**config.mk**
```make
export PLATFORM = sky130hd
export DESIGN_NAME = fifo_stream_reader
export DESIGN_NICKNAME = d
export VERILOG_FILES = /design/src/rtl/fifo_pkg.sv /design/src/rtl/fifo_skid_buf.sv /design/src/rtl/fifo_stream_reader.sv
export SDC_FILE = /design/constraint.sdc
export NUM_CORES = 1
export LEC_CHECK = 0
export CORE_MARGIN = 1
export CORE_UTILIZATION = 52
export CTS_CLUSTER_SIZE = 28
export DETAILED_ROUTE_END_ITERATION = 6
export PLACE_DENSITY = 0.8
export SYNTH_ARGS = -nofsm -noshare
export SYNTH_HDL_FRONTEND = slang
export SYNTH_SLANG_ARGS = --single-unit
```
**constraint.sdc**
```tcl
create_clock -name i_clk -period 3.1 [get_ports i_clk]
set_input_delay 0.465 -clock i_clk [delete_from_list [all_inputs] [get_ports i_clk]]
set_output_delay 0.465 -clock i_clk [all_outputs]
set_load 0.05 [all_outputs]
```
**src/rtl/fifo_pkg.sv**
```systemverilog
// Shared types for the FIFO read-side controller.
// Reader FSM states and output buffer depth.
package fifo_pkg;

    typedef enum logic [1:0] {
        RUN,
        HALTING,
        HALTED
    } reader_state_t;

    localparam int READER_BUF_DEPTH = 2;

endpackage

```
**src/rtl/fifo_skid_buf.sv**
```systemverilog
// Two-entry in-order valid/ready output buffer.
// Push and pop in the same cycle leave occupancy unchanged.
module fifo_skid_buf
    import fifo_pkg::*;
#(
    parameter int WIDTH = 32
) (
    input  logic             clk,
    input  logic             rst,
    input  logic             push,
    input  logic [WIDTH-1:0] push_data,
    input  logic             pop,
    output logic             valid,
    output logic [WIDTH-1:0] data,
    output logic [1:0]       occ
);

    logic [WIDTH-1:0] head;
    logic [WIDTH-1:0] tail;
    logic [1:0]       occ_q;
    logic [2:0]       occ_next;

    // Occupancy after this cycle's push/pop; wide enough to see overflow.
    always_comb begin
        occ_next = {1'b0, occ_q} + {2'b0, push} - {2'b0, pop};
    end

    // Head/tail storage and occupancy update.
    always_ff @(posedge clk) begin
        if (rst) begin
            head  <= '0;
            tail  <= '0;
            occ_q <= '0;
        end else begin
            assert (occ_next <= 3'(READER_BUF_DEPTH));
            occ_q <= occ_next[1:0];
            case ({push, pop})
                2'b10: begin
                    if (occ_q == 2'd0) head <= push_data;
                    else               tail <= push_data;
                end
                2'b01: head <= tail;
                2'b11: begin
                    if (occ_q == 2'd1) begin
                        head <= push_data;
                    end else begin
                        head <= tail;
                        tail <= push_data;
                    end
                end
                default: ;
            endcase
        end
    end

    assign valid = (occ_q != 2'd0);
    assign data  = head;
    assign occ   = occ_q;

endmodule

```
**src/rtl/fifo_stream_reader.sv**
```systemverilog
// Read-side FIFO controller feeding a valid/ready stream.
// Optional pop counter: FIFO_READER_WORD_COUNT_EN.
module fifo_stream_reader
    import fifo_pkg::*;
#(
    parameter int WIDTH = 32
) (
    input  logic             i_clk,
    input  logic             i_rst,
    input  logic             i_halt,
    input  logic             fifo_empty,
    input  logic [WIDTH-1:0] fifo_rd_data,
    output logic             fifo_rd_en,
    output logic             o_valid,
    output logic [WIDTH-1:0] o_data,
    input  logic             i_ready,
    output logic             o_halted
`ifdef FIFO_READER_WORD_COUNT_EN
    ,
    output logic [31:0]      o_word_count
`endif
);

    reader_state_t state;
    reader_state_t state_next;
    logic          inflight;
    logic          pop;
    logic [1:0]    occ;
    logic [2:0]    held;

    assign pop = o_valid && i_ready;

    // Words owned by this block after the current pop.
    assign held = {1'b0, occ} + {2'b0, inflight} - {2'b0, pop};

    assign fifo_rd_en = !i_rst && (state == RUN) && !i_halt
                      && !fifo_empty && (held < 3'(READER_BUF_DEPTH));

    fifo_skid_buf #(.WIDTH(WIDTH)) u_buf (
        .clk       (i_clk),
        .rst       (i_rst),
        .push      (inflight),
        .push_data (fifo_rd_data),
        .pop       (pop),
        .valid     (o_valid),
        .data      (o_data),
        .occ       (occ)
    );

    // State register and read-in-flight tracking.
    always_ff @(posedge i_clk) begin
        if (i_rst) begin
            state    <= RUN;
            inflight <= 1'b0;
        end else begin
            state    <= state_next;
            inflight <= fifo_rd_en;
        end
    end

    // Halt sequencing: stop reads, drain, then report halted.
    always_comb begin
        state_next = state;
        unique case (state)
            RUN: begin
                if (i_halt) state_next = HALTING;
            end
            HALTING: begin
                if (!i_halt)
                    state_next = RUN;
                else if (!inflight && occ == 2'd0)
                    state_next = HALTED;
            end
            HALTED: begin
                if (!i_halt) state_next = RUN;
            end
            default: state_next = RUN;
        endcase
    end

    assign o_halted = (state == HALTED);

`ifdef FIFO_READER_WORD_COUNT_EN
    logic [31:0] count;

    // Count delivered words, wrapping at 2^32.
    always_ff @(posedge i_clk) begin
        if (i_rst)    count <= '0;
        else if (pop) count <= count + 32'd1;
    end

    assign o_word_count = count;
`endif

endmodule
```
==> results of run 1 <==
## flip-flops by register name, indices dropped and copies added, names as in the netlist
name,cells
inflight,1
state,2
u_buf.occ,2
u_buf.tail,32
u_buf.data,32
## cell usage in the layout (no fill, tap or decap), types with 3 or more instances in the layout
cell type / n
dfxtp_1: 68
a21oi_1: 32
nand2_1: 64
nor2b_1: 4
buf_4: 12
bufinv_16: 3
nor3_1: 32
nand2b_1: 34
buf_12: 3
o41ai_1: 32
mux2i_1: 32
clkbuf_8: 12
inv_1: 3
clkdlybuf4s50_1: 68
or4_1: 32
o31ai_1: 32
## synthesized netlist by cell type (all sizes together)
cell type  instances
nor4b              1
nand2b            34
fa                 1
nand2             64
o21a               2
nor2               1
nand3b             1
dfxtp             69
xnor2              1
clkbuf            29
o41ai             32
buf               22
ha                 1
nor4               2
mux2i             32
nor3              32
nor2b              5
a21oi             32
or2b               1
o31ai             32
inv                3
a31oi              1
clkinv             1
or4               33
## worst max-delay path, delay by kind of cell (launching register included)
family | cells | cell delay [ps]
flip-flops | 1 | 420
adder cells (fa/ha/maj) | 2 | 670
AND/OR/NAND/NOR | 4 | 950
buffers and inverters | 1 | 180
## path summary, 6_finish.rpt
| check | start | end | slack, ps |
|---|---|---|---|
| worst max-delay path | u_buf.occ[1] | fifo_rd_en | 70 |
| worst min-delay path | u_buf.tail[15] | u_buf.tail[15] | 460 |
| worst max register to register | inflight | u_buf.data[23] | 870 |
| worst min register to register | u_buf.tail[15] | u_buf.tail[15] | 460 |
## metrics by stage
stage	utilization	worst slack [ps]
3_5_place_dp	0.642	285
6_report	0.682	72.8
3_3_place_gp	0.642	352
2_1_floorplan	-	35.2
4_1_cts	0.681	10.5
5_1_grt	0.682	-23.8
## timing repair
action,CTS,global route
endpoints found under the setup margin,1,1
buffers inserted,0,1
gates resized for setup,1,1
## cells by family (layout without fill, tap and decap cells)
logic type | count (synthesis) | count (layout) | share of synthesized area
DFF | 69 | 69 | 0.377
and+or+nand+nor | 174 | 174 | 0.254
xor gates and xnor gates | 1 | 1 | 0.00239
AOI/OAI and AO/OA | 99 | 99 | 0.191
adders and majority gates | 2 | 2 | 0.00887
buffers and inverters | 55 | 104 | 0.0792
muxes | 32 | 32 | 0.0873
## layer usage
metal  vias up  global-route usage  part of all wire
met4         0               0.102             0.012
met3         9              0.0654             0.067
met2       158               0.457              0.49
met1      1737               0.366              0.43
met5         -                   0                 0
li1       1701                   -                 -
## power groups by stage
| stage | combinational, W | clock, W | sequential [W] |
|---|---|---|---|
| 2_1_floorplan | 0.000237 | 0 | 0.00115 |
| 3_3_place_gp | 0.000577 | 0 | 0.000995 |
| 3_5_place_dp | 0.000587 | 0 | 0.000997 |
| 4_1_cts | 0.000592 | 0.000954 | 0.000977 |
| 5_1_grt | 0.000635 | 0.000993 | 0.000983 |
| 6_report | 0.000595 | 0.000951 | 0.000977 |
## cell type report
type	count	share of cell area
clock buffers	13	0.0364
clock inverters	3	0.0194
inverters	4	0.00324
multi-input cells	308	0.436
flip-flops and latches	69	0.299
well taps	96	0.0259
repair buffers	84	0.180
==> out/results.txt, run 1 <==
GRT Overall Usage: 0.282
CP max stage cell: fa_1
status: complete, no violations
area of the multi-input gates: 2020 sq um
layout cells sized above 1: 0.0790
I/O pins: 72
Detailed Place HPWL: 5.75 mm
Hold Crit Depth: 2
pin count of the biggest net entering global routing: 51
Cell Count, Final, Fillers Out: 577
CTS Root Cell: clkbuf_8
Sw Pwr: 0.000747 W
register area: 1390 sq um
Worst EP required: 2630 ps
Die Footprint: 7390 sq um
Die X: 86.0 microns
f_max: 330 MHz
Final TNS setup: 0 ps
max-cap violation count: 0
max incr delay on CP: 470 ps
Net Sw Frac: 0.296
CTS Buf Count: 9
initial antenna violation count: 0
Syn Inst Count: 432
slew margin rel.: 0.175
Final Setup Violations: 0
DR WL/cell: 17.6 microns
DRC: 0
PwrDens: 544 nW/um^2
Critical Path Source Type: flip-flop
num rows: 30
1st-iter DRT viols: 345
Seq cells post-synth: 69
Clock transition at path regs: 80 ps
clock share of power: 0.377
Placed Cells incl. Taps: 560
combinational share of power: 0.236
post-synthesis cell type count: 30
Worst Setup End Kind: primary output
sequential element share of the synthesized area: 0.377
die height: 86.0 microns
Post-Syn Area: 3670 sq um
CTS sink cnt: 69
crit share post-route: 0.977
hold_ws: 457 ps
Via density: 6.25
Hold Path Class: flip-flop to flip-flop
crit-path cells: nand3b_1 > nand2b_1 > ha_1 > fa_1 > or4_4 > nor4_4 > buf_12
I/O Buffers: 71
post-synth top area cell: dfxtp_1
Syn Nets: 471
antenna viol nets, final: 0
first-pass GRT wire length: 16.6 mm
P_int: 0.00178 W
area grow syn2layout: 26.4%
vias in the first global route: 3,420
Power Total: 0.00252 W
critical path arrival: 2560 ps
Skew-Pair Late Insertion Delay: 350 ps
Worst-Margin Slew: 1240 ps
Detailed Routing Iterations Pass 1: 5
Vias: 3,605
Clock Skew: 10.6 ps
post-place instance area: 4360 sq um
yosys warns: 0
Final Hold Viols: 0
top post-synthesis cells by area: dfxtp_1 (38%), mux2i_1 (8.7%), o41ai_1 (7.6%)
crit path max fanout: 13
global route overflow: 0
final-stage net count: 515
Design Area, Final: 4640 sq um
ANT cells: 0
TritonCTS clock tree: yes
top cell type's share of synthesized area: 0.377
Initial Utilization: 0.540
Filler Cell Count: 562
gpl congestion: 0.720
final wirelength: 10.1 mm
Max VDD drop: 0.000297 V
Crit Path Category: flip-flop to primary output
# hold bufs at CTS: 0
worst reg2reg path depth: 4
leak pwr: 1.73 nW
Core Box Area: 6790 sq um
Sequential Power Share: 0.387
average cell area after synthesis: 8.49 sq um
Slew Viols, Final: 0
clk buf depth: 2
post-route minimum period: 3030 ps
number of H-tree levels: 3
Note: power is estimated with default switching activity, not from simulation.
==> inputs of run 2 (changes only) <==
--- a/constraint.sdc
+++ b/constraint.sdc
@@ -3,2 +3,2 @@
 set_output_delay 0.465 -clock i_clk [all_outputs]
-set_load 0.05 [all_outputs]
+set_load 0.02 [all_outputs]
==> run 2 against run 1 <==
Compared with the run above:
- combinational power down 19%
- sequential share of layout area up 0.40 points
- highest routed layer unchanged
- wire length down 5.2%
- via count down 2.1%
- hold slack about the same
- count of clock-buffer cells in the layout down 1
- global-route usage down 1.5 points
==> out/results.txt, run 2 (synthesis gave the netlist of run 1 again) <==
ANT cells: 0
CTS Root Cell: clkbuf_8
PwrDens: 502 nW/um^2
Sw Pwr: 0.000623 W
Worst Setup End Kind: primary output
I/O Buffers: 71
slew margin rel.: 0.189
Initial Utilization: 0.540
post-route minimum period: 2920 ps
leak pwr: 1.70 nW
Die X: 86.0 microns
P_int: 0.00167 W
max layer used: met4
crit share post-route: 0.942
Sequential Power Share: 0.426
Worst-Margin Slew: 1220 ps
DR WL/cell: 16.7 microns
wl on met1: 4.28 mm
setup bufs post-CTS: 0
clock share of power: 0.365
vias in the first global route: 3,222
status: complete, no violations
max-cap violation count: 0
Final Hold Viols: 0
pre-CTS setup slack: -47.9 ps
Worst EP required: 2630 ps
initial antenna violation count: 0
RSZ-0062 raised after global routing: no
Final Setup Violations: 0
Detailed Routing Iterations Pass 1: 5
final-stage net count: 514
number of H-tree levels: 3
Net Sw Frac: 0.272
clk buf depth: 2
most frequent cells in the layout: clkdlybuf4s50_1 (69), dfxtp_1 (68), nand2_1 (64)
layout cells sized above 1: 0.0729
Vias: 3,528
antenna viol nets, final: 0
GRT Overall Usage: 0.267
pin count of the biggest net entering global routing: 68
die height: 86.0 microns
fin util: 0.672
Hold Path Class: flip-flop to flip-flop
CTS Buf Count: 9
crit path max fanout: 4
DRC: 0
global route overflow: 0
Critical Path Source Type: flip-flop
TritonCTS clock tree: yes
met3 WL post-DR: 676 microns
Max VDD drop: 0.000302 V
Crit Path Category: flip-flop to primary output
# hold bufs at CTS: 0
Slew Viols, Final: 0
f_max: 342 MHz
area grow syn2layout: 24.5%
CTS sink cnt: 69
Die Footprint: 7390 sq um
DR WL met2: 4.52 mm
Filler Cell Count: 550
first-pass GRT wire length: 15.6 mm
Power Total: 0.00229 W
Clock transition at path regs: 70 ps
Core Box Area: 6790 sq um
setup ws final: 179 ps
1st-iter DRT viols: 284
Skew-Pair Late Insertion Delay: 350 ps
Clock Skew: 6.93 ps
I/O pins: 72
num rows: 30
most common cell after layout, fill and taps aside: clkdlybuf4s50_1
gpl congestion: 0.758
final wirelength: 9.61 mm
Detailed Place HPWL: 5.59 mm
critical path arrival: 2460 ps
Via density: 6.13
combinational share of power: 0.209
[run 2: final timing paths]
path             startpoint  slack (ps)              to  depth (start not counted)
max            u_buf.occ[0]         180      fifo_rd_en                          7
min          u_buf.tail[12]         460  u_buf.tail[12]                          2
max reg2reg        inflight         910  u_buf.data[28]                          4
min reg2reg  u_buf.tail[12]         460  u_buf.tail[12]                          2
[run 2: worst max-delay path, stage by stage (launching register included)]
cell      delay (ps)
dfxtp_1          340
nor2b_2          160
nand2b_1         140
ha_1             190
fa_1             460
or4_1            450
nor4_2           160
clkbuf_2         210
[run 2: power groups by stage]
stage               combinational [W]  sequential (W)  clock [W]
global route                 0.000518        0.000981   0.000880
finish                       0.000480        0.000976   0.000835
global placement             0.000468        0.000993          0
detailed placement           0.000477        0.000994          0
floorplan                    0.000232         0.00104          0
CTS                          0.000479        0.000975   0.000843
[run 2: per-layer routing]
metal	up-vias	global-route usage
li1	1689	-
met1	1655	0.361
met2	170	0.432
met3	14	0.0337
met4	0	0.105
met5	-	0
[run 2: repair_timing]
| item | in CTS | in global routing |
|---|---|---|
| gates resized for setup | 1 | 3 |
| setup endpoints to repair | 1 | 1 |
| endpoints found under the hold margin | 0 | 0 |
| cloned | 0 | 0 |
[run 2: layout make-up]
cell class | count | area, sq um | area share
repair buffers | 83 | 816 | 0.179
well taps | 96 | 120 | 0.0263
multi-input cells | 308 | 2010 | 0.440
flip-flops and latches | 69 | 1380 | 0.303
clock buffers | 12 | 155 | 0.0340
inverters | 4 | 15.0 | 0.00329
clock inverters | 4 | 70.1 | 0.0153
[run 2: per-stage QoR]
| stage | cell area (sq um) | instances | setup TNS, ps | hold slack (ps) |
|---|---|---|---|---|
| after floorplan | 3670 | 432 | 0 | 430 |
| after global placement | 4350 | 560 | -4.43 | 436 |
| after detailed placement | 4350 | 560 | -47.9 | 443 |
| after CTS | 4570 | 576 | 0 | 454 |
| after global routing | 4570 | 576 | 0 | 475 |
| final | 4570 | 576 | 0 | 456 |
==> inputs of run 3 (changes only) <==
SLEW_MARGIN = 20   (was default)
==> run 3 against run 2 <==
Compared with the run above:
- count of clock-buffer cells in the layout stayed put
- critical endpoint unchanged
- core utilization hardly changed
- largest cell class unchanged
- clock power hardly changed
- fmax hardly changed
==> out/results.txt, run 3 (synthesis gave the netlist of run 1 again) <==
status: complete, no violations
Crit path max-delay family: simple AND/OR/NAND/NOR gates
Design Area, Final: 4570 sq um
most frequent cells in the layout: clkdlybuf4s50_1 (69), dfxtp_1 (68), nand2_1 (64)
max-cap violation count: 0
slew margin rel.: 0.534
flop-to-flop setup slack: 1050 ps
pre-CTS setup slack: -47.9 ps
Final Setup Violations: 0
Worst R2R Start: u_buf.occ[0]
TritonCTS clock tree: yes
GRT Overall Usage: 0.267
gpl congestion: 0.758
leak pwr: 1.70 nW
Hold Path Class: flip-flop to flip-flop
antenna viol nets, final: 0
Final Hold Viols: 0
area grow syn2layout: 24.6%
vias in the first global route: 3,222
crit path max fanout: 4
number of H-tree levels: 3
first-pass GRT wire length: 15.6 mm
layout cells sized above 1: 0.0771
Skew-Pair Late Insertion Delay: 340 ps
max incr delay on CP: 460 ps
CTS Root Cell: clkbuf_8
Detailed Routing Iterations Pass 1: 5
Crit Path Category: flip-flop to primary output
Die X: 86.0 microns
post-route minimum period: 2920 ps
PwrDens: 502 nW/um^2
Vias: 3,521
CTS sink cnt: 69
die height: 86.0 microns
RSZ-0062 raised after global routing: no
f_max: 343 MHz
CTS Buf Count: 9
I/O Buffers: 71
critical path arrival: 2450 ps
final wirelength: 9.63 mm
max layer used: met4
Worst-Margin Slew: 698 ps
worst reg2reg path depth: 5
Hold Crit Depth: 2
Slew Viols, Final: 0
Hold Path Sink: u_buf.tail[12]
I/O pins: 72
Power Total: 0.00229 W
ANT cells: 0
crit-path cells: nor2b_2 > nand2b_1 > ha_1 > fa_1 > or4_1 > nor4_2 > clkbuf_2
Critical Path Source Type: flip-flop
wl on met1: 4.30 mm
Detailed Place HPWL: 5.59 mm
DR WL/cell: 16.7 microns
# hold bufs at CTS: 0
hold_ws: 454 ps
clk buf depth: 2
global route overflow: 0
Max VDD drop: 0.000302 V
Via density: 6.11
Clock transition at path regs: 70 ps
num rows: 30
initial antenna violation count: 0
CP max stage cell: fa_1
setup bufs post-CTS: 0
final-stage net count: 514
setup ws final: 181 ps
Worst Setup End Kind: primary output
DRC: 0
Clock Skew: 6.72 ps
Buf/Inv on CP: 1
met3 WL post-DR: 665 microns
Hold Crit Start: u_buf.tail[12]
Die Footprint: 7390 sq um
1st-iter DRT viols: 296
crit share post-route: 0.941
DR WL met2: 4.54 mm
worst reg2reg endpoint: u_buf.tail[4]
Core Box Area: 6790 sq um
most common cell after layout, fill and taps aside: clkdlybuf4s50_1
Worst EP required: 2630 ps
pin count of the biggest net entering global routing: 68
post-place instance area: 4350 sq um
Initial Utilization: 0.540
==> run 3: changes by cell type in the layout (fill, tap and decap cells not counted) <==
cell and delta:
or2b_2 +1, inv_2 +1, inv_1 -1, or2b_1 -1
==> run 3: cell type report <==
cell class / count / area, sq um
Fill cell: 550 / 2230
Multi-Input combinational cell: 308 / 2010
Clock inverter: 4 / 70.1
Clock buffer: 12 / 155
Tap cell: 96 / 120
Sequential cell: 69 / 1380
Inverter: 4 / 15.0
Timing Repair Buffer: 83 / 816
==> run 3: worst max-delay path by stage <==
stage,startpoint,to,depth (start not counted)
3_3_place_gp,i_ready,fifo_rd_en,8
6_report,u_buf.occ[0],fifo_rd_en,7
3_5_place_dp,i_ready,fifo_rd_en,8
5_1_grt,u_buf.occ[0],fifo_rd_en,7
2_1_floorplan,i_ready,fifo_rd_en,8
4_1_cts,u_buf.occ[0],fifo_rd_en,7
==> run 3: power by group <==
part           internal, W  switching (W)
clock network     0.000495       0.000340
logic             0.000236       0.000245
registers         0.000937      0.0000388
total              0.00167       0.000623
==> run 3: routing by layer <==
metal  GRT usage  vias up
met5           0        -
met4       0.105        0
met3      0.0337       11
met2       0.432      152
met1       0.361     1664
li1            -     1694
==> run 3: what timing repair did <==
action,4_1_cts,5_1_grt
gates resized for setup,1,3
gates cloned,0,0
setup endpoints to repair,1,1
==> run 3: worst register-to-register path: stages, from the launching register on <==
cell	delay, ps
dfxtp_1	370
nor2b_2	180
buf_4	390
o21a_2	540
buf_12	260
mux2i_1	240
==> run 3: metrics by stage <==
step | TNS [ps] | std cells | utilization
2_1_floorplan | 0 | 432 | -
3_3_place_gp | -4.43 | 560 | 0.640
3_5_place_dp | -47.9 | 560 | 0.640
4_1_cts | 0 | 576 | 0.673
5_1_grt | 0 | 576 | 0.672
6_report | 0 | 576 | 0.672
